**src/rtl/multicycle_ctrl.sv**
```systemverilog
// Multicycle main controller for the 16-bit CPU core.
// Sequences fetch / decode / execute / memory / writeback and drives every
// datapath enable. State and the Moore control word are held in registers;
// only the PC load, the IR load (both gated by the memory handshake or the
// branch decision) and the DECODE-time aluop are formed combinationally.
module multicycle_ctrl #(
    parameter logic [3:0] RESET_STATE = 4'd0
) (
    input  logic       clk,
    input  logic       reset,
    input  logic [1:0] op1,
    input  logic [2:0] op2,
    input  logic [2:0] cond,
    input  logic       flag_z,
    input  logic       flag_s,
    input  logic       flag_v,
    input  logic       halt,
    input  logic       mem_ready,
    output logic       pcen,
    output logic       iord,
    output logic       memread,
    output logic       memwrite,
    output logic       irwrite,
    output logic       regwrite,
    output logic       regdst,
    output logic       memtoreg,
    output logic       alusrca,
    output logic [1:0] alusrcb,
    output logic [1:0] aluop,
    output logic       flagwrite,
    output logic       halted,
    output logic [3:0] state
);

    typedef enum logic [3:0] {
        S_FETCH  = 4'd0,
        S_DECODE = 4'd1,
        S_EXEC_R = 4'd2,
        S_ALU_WB = 4'd3,
        S_ADDR   = 4'd4,
        S_MEM_RD = 4'd5,
        S_MEM_WB = 4'd6,
        S_MEM_WR = 4'd7,
        S_LI     = 4'd8,
        S_BRANCH = 4'd9,
        S_HALTED = 4'd10
    } state_t;

    // Control word that depends only on the state. Held in a register so the
    // datapath sees glitch-free strobes.
    typedef struct packed {
        logic       iord;
        logic       memread;
        logic       memwrite;
        logic       regwrite;
        logic       regdst;
        logic       memtoreg;
        logic       alusrca;
        logic [1:0] alusrcb;
        logic [1:0] aluop;
        logic       flagwrite;
        logic       halted;
    } ctrl_t;

    localparam state_t RESET_ST = state_t'(RESET_STATE);

    // Opcode field values
    localparam logic [1:0] OP1_LD  = 2'b00;
    localparam logic [1:0] OP1_ST  = 2'b01;
    localparam logic [1:0] OP1_IMM = 2'b10;
    localparam logic [1:0] OP1_ALU = 2'b11;
    localparam logic [2:0] OP2_LI  = 3'b000;
    localparam logic [2:0] OP2_B   = 3'b100;
    localparam logic [2:0] OP2_BC  = 3'b111;

    // ALU operation selects
    localparam logic [1:0] ALU_ADD  = 2'b00;
    localparam logic [1:0] ALU_FUNC = 2'b10;

    // ALU B operand selects
    localparam logic [1:0] SRCB_REG  = 2'b00;
    localparam logic [1:0] SRCB_ONE  = 2'b01;
    localparam logic [1:0] SRCB_IMM8 = 2'b10;

    state_t state_q;
    state_t state_d;
    ctrl_t  ctrl_q;
    logic   br_taken;

    // Moore control word for a given state; anything not set stays 0, which
    // also covers HALTED (only the halted flag) and illegal codes.
    function automatic ctrl_t moore_decode(input state_t s);
        ctrl_t c;
        c = '0;
        case (s)
            S_FETCH: begin
                c.memread = 1'b1;
                c.iord    = 1'b0;
                c.alusrca = 1'b0;
                c.alusrcb = SRCB_ONE;
                c.aluop   = ALU_ADD;
            end
            S_DECODE: begin
                // aluop here depends on op1, which is only valid once the
                // IR has loaded; it is overlaid combinationally below.
                c.aluop = ALU_ADD;
            end
            S_EXEC_R: begin
                c.alusrca   = 1'b1;
                c.alusrcb   = SRCB_REG;
                c.aluop     = ALU_FUNC;
                c.flagwrite = 1'b1;
            end
            S_ALU_WB: begin
                // Keep the ALU function selected so the result stays stable
                // while it is written back.
                c.regwrite = 1'b1;
                c.regdst   = 1'b0;
                c.memtoreg = 1'b0;
                c.aluop    = ALU_FUNC;
            end
            S_ADDR: begin
                c.alusrca = 1'b1;
                c.alusrcb = SRCB_IMM8;
                c.aluop   = ALU_ADD;
            end
            S_MEM_RD: begin
                c.memread = 1'b1;
                c.iord    = 1'b1;
            end
            S_MEM_WB: begin
                c.regwrite = 1'b1;
                c.regdst   = 1'b0;
                c.memtoreg = 1'b1;
            end
            S_MEM_WR: begin
                c.memwrite = 1'b1;
                c.iord     = 1'b1;
            end
            S_LI: begin
                // The datapath forces A to zero, so A + imm8 loads the constant.
                c.alusrca  = 1'b1;
                c.alusrcb  = SRCB_IMM8;
                c.aluop    = ALU_ADD;
                c.regwrite = 1'b1;
                c.regdst   = 1'b1;
            end
            S_BRANCH: begin
                c.alusrca = 1'b0;
                c.alusrcb = SRCB_IMM8;
                c.aluop   = ALU_ADD;
            end
            S_HALTED: begin
                c.halted = 1'b1;
            end
            default: c = '0;
        endcase
        return c;
    endfunction

    // Branch decision from the live flag register; an ALU op just before the
    // branch has already written its flags by the time BRANCH is reached.
    always_comb begin
        br_taken = 1'b0;
        if (op2 == OP2_B) begin
            br_taken = 1'b1;
        end else begin
            case (cond)
                3'b000:  br_taken = flag_z;
                3'b001:  br_taken = flag_s ^ flag_v;
                3'b010:  br_taken = flag_z | (flag_s ^ flag_v);
                3'b011:  br_taken = ~flag_z;
                default: br_taken = 1'b0;
            endcase
        end
    end

    // Next-state selection; memory states wait on mem_ready, HALTED is sticky.
    always_comb begin
        state_d = state_q;
        case (state_q)
            S_FETCH:  state_d = mem_ready ? S_DECODE : S_FETCH;
            S_DECODE: begin
                case (op1)
                    OP1_ALU: state_d = halt ? S_HALTED : S_EXEC_R;
                    OP1_LD,
                    OP1_ST:  state_d = S_ADDR;
                    OP1_IMM: begin
                        if (op2 == OP2_LI)
                            state_d = S_LI;
                        else if (op2 == OP2_B || op2 == OP2_BC)
                            state_d = S_BRANCH;
                        else
                            state_d = S_FETCH;
                    end
                    default: state_d = S_FETCH;
                endcase
            end
            S_EXEC_R: state_d = S_ALU_WB;
            S_ALU_WB: state_d = S_FETCH;
            S_ADDR: begin
                if (op1 == OP1_LD)
                    state_d = S_MEM_RD;
                else if (op1 == OP1_ST)
                    state_d = S_MEM_WR;
                else
                    state_d = S_FETCH;
            end
            S_MEM_RD: state_d = mem_ready ? S_MEM_WB : S_MEM_RD;
            S_MEM_WB: state_d = S_FETCH;
            S_MEM_WR: state_d = mem_ready ? S_FETCH : S_MEM_WR;
            S_LI:     state_d = S_FETCH;
            S_BRANCH: state_d = S_FETCH;
            S_HALTED: state_d = S_HALTED;
            default:  state_d = S_FETCH;
        endcase
    end

    // State register and the registered Moore control word, both forced to
    // the FETCH values immediately on reset so no strobe lingers.
    always_ff @(posedge clk or posedge reset) begin
        if (reset) begin
            state_q <= RESET_ST;
            ctrl_q  <= moore_decode(RESET_ST);
        end else begin
            state_q <= state_d;
            ctrl_q  <= moore_decode(state_d);
        end
    end

    // Handshake-qualified loads; held off while reset is high so a pending
    // mem_ready cannot advance PC or IR during reset.
    always_comb begin
        pcen    = 1'b0;
        irwrite = 1'b0;
        if (!reset) begin
            if (state_q == S_FETCH) begin
                pcen    = mem_ready;
                irwrite = mem_ready;
            end else if (state_q == S_BRANCH) begin
                pcen    = br_taken;
            end
        end
    end

    // In DECODE the ALU decoder must see the function select for ALU-group
    // instructions so that its halt output is valid.
    always_comb begin
        aluop = ctrl_q.aluop;
        if (state_q == S_DECODE)
            aluop = (op1 == OP1_ALU) ? ALU_FUNC : ALU_ADD;
    end

    assign iord      = ctrl_q.iord;
    assign memread   = ctrl_q.memread;
    assign memwrite  = ctrl_q.memwrite;
    assign regwrite  = ctrl_q.regwrite;
    assign regdst    = ctrl_q.regdst;
    assign memtoreg  = ctrl_q.memtoreg;
    assign alusrca   = ctrl_q.alusrca;
    assign alusrcb   = ctrl_q.alusrcb;
    assign flagwrite = ctrl_q.flagwrite;
    assign halted    = ctrl_q.halted;
    assign state     = state_q;

endmodule
```
**config.mk**
```make
export PLATFORM = sky130hd
export DESIGN_NAME = multicycle_ctrl
export DESIGN_NICKNAME = d
export VERILOG_FILES = /design/src/rtl/multicycle_ctrl.sv
export SDC_FILE = /design/constraint.sdc
export NUM_CORES = 1
export LEC_CHECK = 0
export CAP_MARGIN = 10
export CORE_MARGIN = 4
export CORE_UTILIZATION = 39
export CTS_CLUSTER_DIAMETER = 80
export DETAILED_ROUTE_END_ITERATION = 10
export GPL_TIMING_DRIVEN = 0
export PLACE_DENSITY_LB_ADDON = 0.2
export SYNTH_ARGS = -nofsm -noshare
export SYNTH_HDL_FRONTEND = slang
export SYNTH_SLANG_ARGS = --single-unit
```
**constraint.sdc**
```tcl
create_clock -name clk -period 1.4 [get_ports clk]
set_input_delay 0.21 -clock clk [delete_from_list [all_inputs] [get_ports clk]]
set_output_delay 0.21 -clock clk [all_outputs]
set_load 0.02 [all_outputs]
```
---- Word-level counts from Yosys, hierarchy flattened ----
Cells that the tools add are included.
storage, ports and cells
  input bits .............................. 15
  register bits ........................... 17
cells by class
  bitwise operators ....................... 3
  reductions and logical operators ........ 12
  mux-type cells .......................... 28
  eq/ne operators ......................... 24
operators with widths
  kind                                                  number
  equality test 4 x 3 -> 1 bit (second input constant)  7
  case mux 4 bit (7 select lines)                       1
  equality test 4 bit (second input constant)           5
  two-way mux 1 bit                                     13
  equality test 4 x 2 -> 1 bit (second input constant)  3
  two-way mux 4 bit                                     3
  case mux 3 bit (4 select lines)                       1
  case mux 4 bit (3 select lines)                       1
  OR reduction 2 bit                                    6
  two-way mux 3 bit                                     3
  logical NOT 4 bit                                     2
  two-way mux 2 bit                                     4
  equality test 3 x 2 -> 1 bit (second input constant)  2
  equality test 3 bit (second input constant)           2
  logical NOT 3 bit                                     2
  equality test 2 bit (second input constant)           2
  equality test 4 x 1 -> 1 bit (second input constant)  1
  case mux 1 bit (4 select lines)                       1
  case mux 2 bit (2 select lines)                       1
  equality test 3 x 1 -> 1 bit (second input constant)  1
  equality test 2 x 1 -> 1 bit (second input constant)  1
  logical NOT 2 bit                                     1
  logical OR 1 bit                                      1
  NOT 1 bit                                             1
  2 further kinds                                       2

---- Longest topological paths before layout ----
Gate-level depths: netlist of run 1.
  depth in word-level cells ............... 9
  mapped depth ............................ 7
  gate-level depth less buffers ........... 6

---- Least setup slack after synthesis of run 1 ----
Ideal clock, no wire load.
  path type ............................... register to output
  start point ............................. register state_q[0], in the netlist state[0]
  end point ............................... output aluop[1]
  buffers on the path ..................... 1
  stages on the path, launching flop included .. 4
  data arrival time ....................... 1601 ps
  path slack .............................. -411 ps
  cells stage by stage .................... dfrtp_1 -> buf_4 -> or3b_4 -> o31ai_1
between the ends
  word-level cells in the longest chain between the ends .. 2
RTL lines
  what                          line  RTL
  from (decl)                   85    state_t state_q;
  from (signal assigned)        226   state_q <= state_d;
  equality test 4 x 1 -> 1 bit  250   if (state_q == S_DECODE)
  two-way mux 2 bit             250
  to (decl)                     29    output logic [1:0] aluop,
No other way between the ends.

---- Worst setup path in the final report of run 1 ----
Ends and elaborated chain as after synthesis.

==> impl_metrics.ini, run 1 <==
[synthesis]
synth_cells = 91
synth-edff-count = 0
ys_seq_elements = 16
synth_cell_types = 42
synth_area_um2 = 899.6
synth_flop_cell = dfrtp_1
ys_seq_area_frac = 0.4478
ys_warn_count = 0
avgSynthCellArea_um2 = 9.886
async_flop_share = 1.000
synthesis.nets = 106

[sta]
final.setup.worst_slack_ns = -0.3884
period_share = 1.277
rsz0062_at_grt = yes
clock_skew_ns = 0.001152
hold_viol = 0
fmax_ghz = 0.5591
period_minus_slack_ns = 1.788
slew_viol_final = 0
setup_violations = 18

[placement]
pre_cts_slack_ns = -1.001
place_area_mm2 = 0.001290
hpwl_mm = 1.593
portBuffers = 32
gp_congestion = 0.8001

[worst_setup_path]
crit_top_cell = buf_6
slowest_delay_ns = 0.42
cp.arrival_ns = 1.58
worst_setup_path_end_kind = output port
critPathRequiredTime_ns = 1.19
r2r_end = regwrite$_DFF_PP0_
path_max_fanout = 5
rr_worst_depth = 8
worstPathCellList = buf_6 -> or3b_4 -> o21ai_4 -> o31ai_4 -> buf_6
r2r-start = state[0]$_DFF_PP0_
critical_path_class = reg2out
crit_slowest_cell = or3b_4
rrSetupSlack_ns = -0.37
start_kind = flop
crit_path_end = aluop[1]
startpoint = state[0]$_DFF_PP0_

[finish]
n_fill_cell = 175
final_common_cell = buf_4
synthToLayoutAreaGrowth_pct = 72.60
final_area_mm2 = 0.001553
utilization = 0.7019
largest_reg_flops = 4
antennaDiodeCount = 0
nNetsFinal = 161
drive_gt1_frac = 0.5103
most-common-layout-cells = 18 x buf_4, 11 x clkdlybuf4s50_1, 11 x dlygate4sd2_1

[die]
start_util = 0.4067
die-area_mm2 = 0.003139
io_pins = 34
core_mm2 = 0.002212
die_w_um = 56.03
rows = 17
die_y_um = 56.03

[drt]
via_per_inst = 5.116
dr.pass1.iters = 4
wl_per_cell_um = 14.69
wl_mm = 2.541
drc = 0
vias = 885
detail-route-antenna-nets = 0
drt_iter0_drc = 8

[outcome]
outcome = complete, but fails checks
violations = setup timing

[clock_tree]
hold_buffers = 0
clk_latency_ns = 0.29
clockBufferDepth = 2
htreeDepth = 1
tritoncts = built
clockRootBuffer = clkbuf_4
clock-sinks = 16
numCtsBuffers = 3
clkTransAtPathRegs_ns = 0.09

[global_routing]
grt_start_max_net_pins = 17
grt_pass1_wl_mm = 4.112
track_usage = 0.1649
antenna_found_initial = 0
grt_pass1_vias = 889
gr-total-overflow = 0

[power_and_ir_drop]
ir_drop_mv = 1.340
cellPowerDensity_mw_per_mm2 = 1972
leakage_nw = 0.7749

[run]
drv_cap = 0

[min_path]
hp-class = in2async
## Yosys cell counts, types with 2 or more instances
library cell,n,area share
o21ai_1,4,0.022
buf_4,5,0.042
nand3_1,4,0.022
a31oi_1,2,0.014
dfstp_2,2,0.058
inv_2,2,0.0083
and3b_1,2,0.019
dfrtp_1,14,0.39
nor3b_1,2,0.017
inv_1,6,0.025
a21oi_1,2,0.011
a21oi_2,2,0.019
nand2b_1,2,0.014
nor2b_1,2,0.014
nand2_1,5,0.021
nor2_1,9,0.038
## layer usage
| metal | global-route usage | part of all wire | vias up | wire length, µm |
|---|---|---|---|---|
| met2 | 0.2871 | 0.54 | 20 | 1374 |
| li1 | - | - | 426 | - |
| met1 | 0.1962 | 0.40 | 437 | 1024 |
| met3 | 0.03712 | 0.048 | 2 | 122 |
| met4 | 0.06102 | 0.0075 | 0 | 19 |
| met5 | 0 | 0 | - | 0 |
## metrics by stage
step / power, mW / TNS [ns] / cells / hold WS [ns]
2_1_floorplan: 1.715 / -1.287 / 91 / 0.1387
3_3_place_gp: 2.202 / -8.656 / 151 / 0.6085
3_5_place_dp: 2.232 / -8.925 / 151 / 0.6144
4_1_cts: 2.782 / -3.923 / 164 / 0.3417
5_1_grt: 3.268 / -6.286 / 173 / 0.3739
6_report: 3.061 / -5.014 / 173 / 0.3343
## report_power, final
part / total [mW] / switching [mW] / leakage, nW / internal [mW]
Clock: 0.313 / 0.155 / 0.0210 / 0.159
Combinational: 2.01 / 1.04 / 0.551 / 0.974
Sequential: 0.739 / 0.0931 / 0.203 / 0.646
## cell type report
cell class	count	area [µm²]	share of cell area
plain buffers	5	45.04	0.02901
multi-input cells	61	536.8	0.3457
inverters	9	42.54	0.02740
well taps	28	35.03	0.02256
flip-flops and latches	16	407.9	0.2627
repair buffers	50	449.2	0.2893
clock buffers	4	36.28	0.02337
## worst min path at each step
stage               slack (ns)             endpoint               start
floorplan                 0.14    alusrca$_DFF_PP0_               reset
global placement          0.61   regwrite$_DFF_PP0_  state[3]$_DFF_PP0_
detailed placement        0.61   regwrite$_DFF_PP0_  state[3]$_DFF_PP0_
CTS                       0.34   memtoreg$_DFF_PP0_               reset
global route              0.37  ctrl_q[3]$_DFF_PP0_               reset
finish                    0.33   memtoreg$_DFF_PP0_               reset
## cells by family after synthesis
family / share of synthesized area
AND/OR/NAND/NOR: 0.2796
AO/OA/AOI/OAI: 0.1558
flip-flops: 0.4478
buffers and inverters: 0.08207
XOR/XNOR: 0.01948
adder cells (fa/ha/maj): 0.01113
other: 0.004168
## critical path: cells and delay by family (launching register included)
kind,cells,cell delay [ns]
compound gates,2,0.23
simple gates,1,0.42
buf+inv,2,0.24
flops,1,0.38
## timing repair
item                       4_1_cts  5_1_grt
hold endpoints to repair         0        0
pin swaps                        7       18
setup buffers                    9        9
setup endpoints to repair       31       22
resized for setup               54       20
No activity file was read; power rests on OpenSTA's default activity.
==> run 2: changes to the inputs <==
Settings changed: CORE_MARGIN 4 to 5, CTS_CLUSTER_SIZE set to 10.
Clock period 1.4 ns to 1.5 ns, I/O delays scaled along.
==> run 2 against run 1 <==
Net effect:
- the run still ends with setup timing left
- clock power decreased by 12%
- critical path depth decreased by 1
- final cell count down 2.3%
- flip-flop and latch count is the same
- setup slack better by 0.086 ns
- largest cell class unchanged
- die area is 7.3% higher
- utilization decreased by 0.68 points
- critical path type unchanged
- largest power group unchanged
- sequential share of layout area up 0.26 points
- global-route usage is 1.7 points lower
- final area down 0.97%
==> impl_metrics.ini, run 2 (synthesis gave the netlist of run 1 again) <==
[placement]
portBuffers = 32
gp_congestion = 0.8323
placedCellCount = 151
hpwl_mm = 1.527

[global_routing]
track_usage = 0.1484
gr-total-overflow = 0
grt_pass1_vias = 857
grt_pass1_wl_mm = 3.870
grt_start_max_net_pins = 14
antenna_found_initial = 0

[outcome]
violations = setup timing
outcome = complete, but fails checks

[clock_tree]
htreeDepth = 1
clockBufferDepth = 2
clockRootBuffer = clkbuf_4
hold_buffers = 0
tritoncts = built
clkTransAtPathRegs_ns = 0.09
clock-sinks = 16
numCtsBuffers = 3
clk_latency_ns = 0.28

[finish]
synthToLayoutAreaGrowth_pct = 70.93
final-instance-count-excl-fill = 169
utilization = 0.6951
seq_area_um2 = 407.9
n_fill_cell = 165
multi_input_comb_area_um2 = 546.8
largest_reg_flops = 4
drive_gt1_frac = 0.4894
final_common_cell = clkdlybuf4s50_1
antennaDiodeCount = 0
nNetsFinal = 157
most-common-layout-cells = 17 x clkdlybuf4s50_1, 16 x buf_4, 10 x dfrtp_1

[drt]
via_per_inst = 5.166
wl_per_cell_um = 14.20
drc = 0
met1_length_um = 937
route.met3.wl_um = 150
wl_mm = 2.400
dr.pass1.iters = 4
detail-route-antenna-nets = 0
vias = 873
highest_layer = met4
drt_iter0_drc = 20
dr_wl_met2_mm = 1.303

[sta]
period_share = 1.202
whs_ns = 0.2978
rsz0062_at_grt = yes
tns_ns = -2.628
period_minus_slack_ns = 1.802
final.setup.worst_slack_ns = -0.3024
clock_skew_ns = 0.009336
slew_viol_final = 0
hold_viol = 0
setup_violations = 15
fmax_ghz = 0.5548

[power_and_ir_drop]
cellPowerDensity_mw_per_mm2 = 1811
ir_drop_mv = 1.573
p_total_mw = 2.784
leakage_nw = 0.7357

[die]
die_w_um = 58.03
rows = 17
start_util = 0.4067
die-area_mm2 = 0.003367
core_mm2 = 0.002212
io_pins = 34
die_y_um = 58.03

[worst_setup_path]
path_max_fanout = 5
slowest_delay_ns = 0.47
critical_path_class = reg2out
crit_slowest_cell = dfrtp_2
start_kind = flop
critPathRequiredTime_ns = 1.27
worstPathCellList = or3b_4 -> o21ai_2 -> o31ai_4 -> buf_6
worst_setup_path_end_kind = output port
cp.arrival_ns = 1.58

[run]
drv_cap = 0

[min_path]
hp-class = in2async
[run 2: changes by cell type in the layout (fill, tap and decap cells not counted), moves of 2 or more]
cell             delta
dlygate4sd2_1       -2
nor2_1              -2
inv_1               +2
nor2b_1             +2
nor2_2              +2
clkdlybuf4s50_1     +6
buf_4               -2
buf_6               -2
clkbuf_2            -2
[run 2: final cells by class]
cell class / count / share of cell area
Sequential cell: 16 / 0.2653
Buffer: 5 / 0.02929
Multi-Input combinational cell: 61 / 0.3556
Clock buffer: 4 / 0.02360
Timing Repair Buffer: 46 / 0.2775
Tap cell: 28 / 0.02278
Inverter: 9 / 0.02604
[run 2: through the flow]
stage          area, µm²  worst slack [ns]
4_1_cts             1445           -0.3195
6_report            1538           -0.3024
3_5_place_dp        1286           -0.9470
3_3_place_gp        1286           -0.9320
5_1_grt             1538           -0.3675
2_1_floorplan      930.9          -0.07878
[run 2: critical path: cells and delay by family (launching register included)]
family | cells | cell delay [ns]
flip-flops | 1 | 0.47
buffers and inverters | 1 | 0.13
AND/OR/NAND/NOR | 1 | 0.45
AO/OA/AOI/OAI | 2 | 0.25
[run 2: metal layers]
layer,vias up,track usage
li1,416,-
met1,417,0.1826
met2,38,0.2565
met3,2,0.04900
met4,0,0.02318
met5,-,0
[run 2: worst paths after layout]
| kind | start | endpoint | slack (ns) | cells after the start |
|---|---|---|---|---|
| max reg2reg | state[3]$_DFF_PP0_ | alusrca$_DFF_PP0_ | -0.27 | 7 |
| min | reset | state[1]$_DFF_PP0_ | 0.30 | 3 |
| min in group clk | op2[1] | alusrcb[1]$_DFF_PP0_ | 0.48 | 4 |
| max in group asynchronous | reset | memread$_DFF_PP1_ | 0.92 | 3 |
| max | state[3]$_DFF_PP0_ | aluop[1] | -0.30 | 4 |
| min reg2reg | state[3]$_DFF_PP0_ | regwrite$_DFF_PP0_ | 0.56 | 1 |
[run 2: power breakdown]
part	switching (mW)	internal [mW]
sequential	0.0831	0.602
combinational	0.948	0.875
clock	0.128	0.148
[run 2: what timing repair did]
item	CTS	global route
pin swaps	8	13
gates resized for setup	35	25
setup buffers	11	3
setup endpoints to repair	21	19
==> run 3: changes to the inputs <==
Settings changed: CORE_UTILIZATION 39 to 43, CTS_CLUSTER_SIZE 10 to unset.
Clock period 1.5 ns to 1.8 ns, I/O delays scaled along.
==> run 3 against run 2 <==
Net effect:
- the run now ends clean
- routed wire length fell by 9.6%
- register-to-register slack improved by 0.36 ns
- largest cell class unchanged
- sequential share of layout area increased by 2.2 points
- total power fell by 27%
- count of clock-buffer cells in the layout stayed put
- final area down 8.4%
- sequential power is 19% lower
- final cell count is 3.0% lower
- setup slack gained 0.31 ns
==> impl_metrics.ini, run 3 (synthesis gave the netlist of run 1 again) <==
[worst_setup_path]
crit_slowest_cell = or3b_4
slowest_delay_ns = 0.39
cp.arrival_ns = 1.52
path_max_fanout = 4
r2r-start = state[1]$_DFF_PP0_
critPathRequiredTime_ns = 1.53
worst_setup_path_end_kind = output port
startpoint = state[0]$_DFF_PP0_
crit_buf_inv = 2
worstPathCellList = buf_6 -> or3b_4 -> o21ai_2 -> o31ai_2 -> buf_4
critical-path-top-delay-family = simple AND/OR/NAND/NOR gates
start_kind = flop
critical_path_class = reg2out

[drt]
met1_length_um = 922
via_per_inst = 4.921
route.met3.wl_um = 89
dr_wl_met2_mm = 1.158
drc = 0
drt_iter0_drc = 19
wl_per_cell_um = 13.23
detail-route-antenna-nets = 0
wl_mm = 2.170
dr.pass1.iters = 4
vias = 807
highest_layer = met3

[sta]
period_share = 0.9943
fmax_ghz = 0.5587
slew_viol_final = 0
clock_skew_ns = 0.001562
tns_ns = 0
setup_violations = 0
hold_viol = 0
period_minus_slack_ns = 1.790
rsz0062_at_grt = yes

[clock_tree]
clkTransAtPathRegs_ns = 0.09
clockBufferDepth = 2
clockRootBuffer = clkbuf_4
clock-sinks = 16
htreeDepth = 1
tritoncts = built
clk_latency_ns = 0.28
numCtsBuffers = 3

[die]
die-area_mm2 = 0.003107
die_w_um = 55.74
rows = 16
core_mm2 = 0.001982
io_pins = 34
start_util = 0.4539
die_y_um = 55.74

[finish]
largest_reg_flops = 4
drive_gt1_frac = 0.3285
final-instance-count-excl-fill = 164
final_common_cell = clkdlybuf4s50_1
antennaDiodeCount = 0
n_fill_cell = 161
most-common-layout-cells = 26 x clkdlybuf4s50_1, 16 x buf_4, 12 x dfrtp_1
nNetsFinal = 153
synthToLayoutAreaGrowth_pct = 56.61
multi_input_comb_area_um2 = 452.9
seq_area_um2 = 405.4
final_area_mm2 = 0.001409

[global_routing]
grt_pass1_vias = 875
track_usage = 0.1525
gr-total-overflow = 0
grt_pass1_wl_mm = 3.801
grt_start_max_net_pins = 12
antenna_found_initial = 0

[power_and_ir_drop]
cellPowerDensity_mw_per_mm2 = 1442
leakage_nw = 0.6670
ir_drop_mv = 1.008

[placement]
hpwl_mm = 1.557
portBuffers = 32
placedCellCount = 150
place_area_mm2 = 0.001259
gp_congestion = 0.8476

[run]
drv_cap = 0

[outcome]
outcome = finished clean

[min_path]
hp-class = in2async
-- run 3: changes by cell type in the layout (fill, tap and decap cells not counted), sizes merged --
cell / delta
dlymetal6s2s: +1
dlygate4sd2: -9
clkdlybuf4s50: +9
buf: -5
-- run 3: worst register-to-register path, delay by kind of cell, from the launching register on --
kind	cells	cell delay, ns
AND/OR/NAND/NOR	2	0.35
AO/OA/AOI/OAI	3	0.68
flip-flops	1	0.44
buffers and inverters	1	0.17
-- run 3: stage by stage --
stage	hold slack [ns]	utilization	power [mW]	worst slack, ns
2_1_floorplan	0.1958	-	1.278	0.09176
4_1_cts	0.3586	0.6976	2.031	-0.006613
3_5_place_dp	0.6870	0.6351	1.682	-0.7102
6_report	0.3690	0.7109	2.032	0.01028
3_3_place_gp	0.6816	0.6351	1.655	-0.6888
5_1_grt	0.3703	0.7109	2.175	-0.08440
-- run 3: metal layers --
metal | GRT usage | vias up
met1 | 0.1734 | 378
met3 | 0.05104 | 0
met4 | 0.03125 | 0
met5 | 0 | -
li1 | - | 412
met2 | 0.2753 | 17
-- run 3: area by class of cell --
cell class,instances,share of cell area
Multi-Input combinational cell,61,0.3215
Sequential cell,16,0.2877
Inverter,9,0.02842
Clock buffer,4,0.02575
Timing Repair Buffer,42,0.2833
Buffer,5,0.02931
Tap cell,27,0.02398
-- run 3: final timing paths --
check,endpoint,slack (ns),depth (start not counted)
max in group asynchronous,alusrcb[0]$_DFF_PP1_,1.16,4
max,aluop[1],0.01,5
min,halted$_DFF_PP0_,0.37,3
min in group clk,regwrite$_DFF_PP0_,0.67,2
min reg2reg,regwrite$_DFF_PP0_,0.67,2
max reg2reg,regwrite$_DFF_PP0_,0.09,6
-- run 3: power by group --
group | switching [mW] | leakage (nW) | internal, mW
Clock | 0.108 | 0.0210 | 0.123
Sequential | 0.0594 | 0.206 | 0.498
Combinational | 0.651 | 0.440 | 0.592
-- run 3: repair_timing --
item | CTS | global route
buffers inserted | 10 | 0
resized for setup | 19 | 7
pin swaps | 3 | 4
endpoints found under the setup margin | 4 | 7
hold buffers | 0 | 0
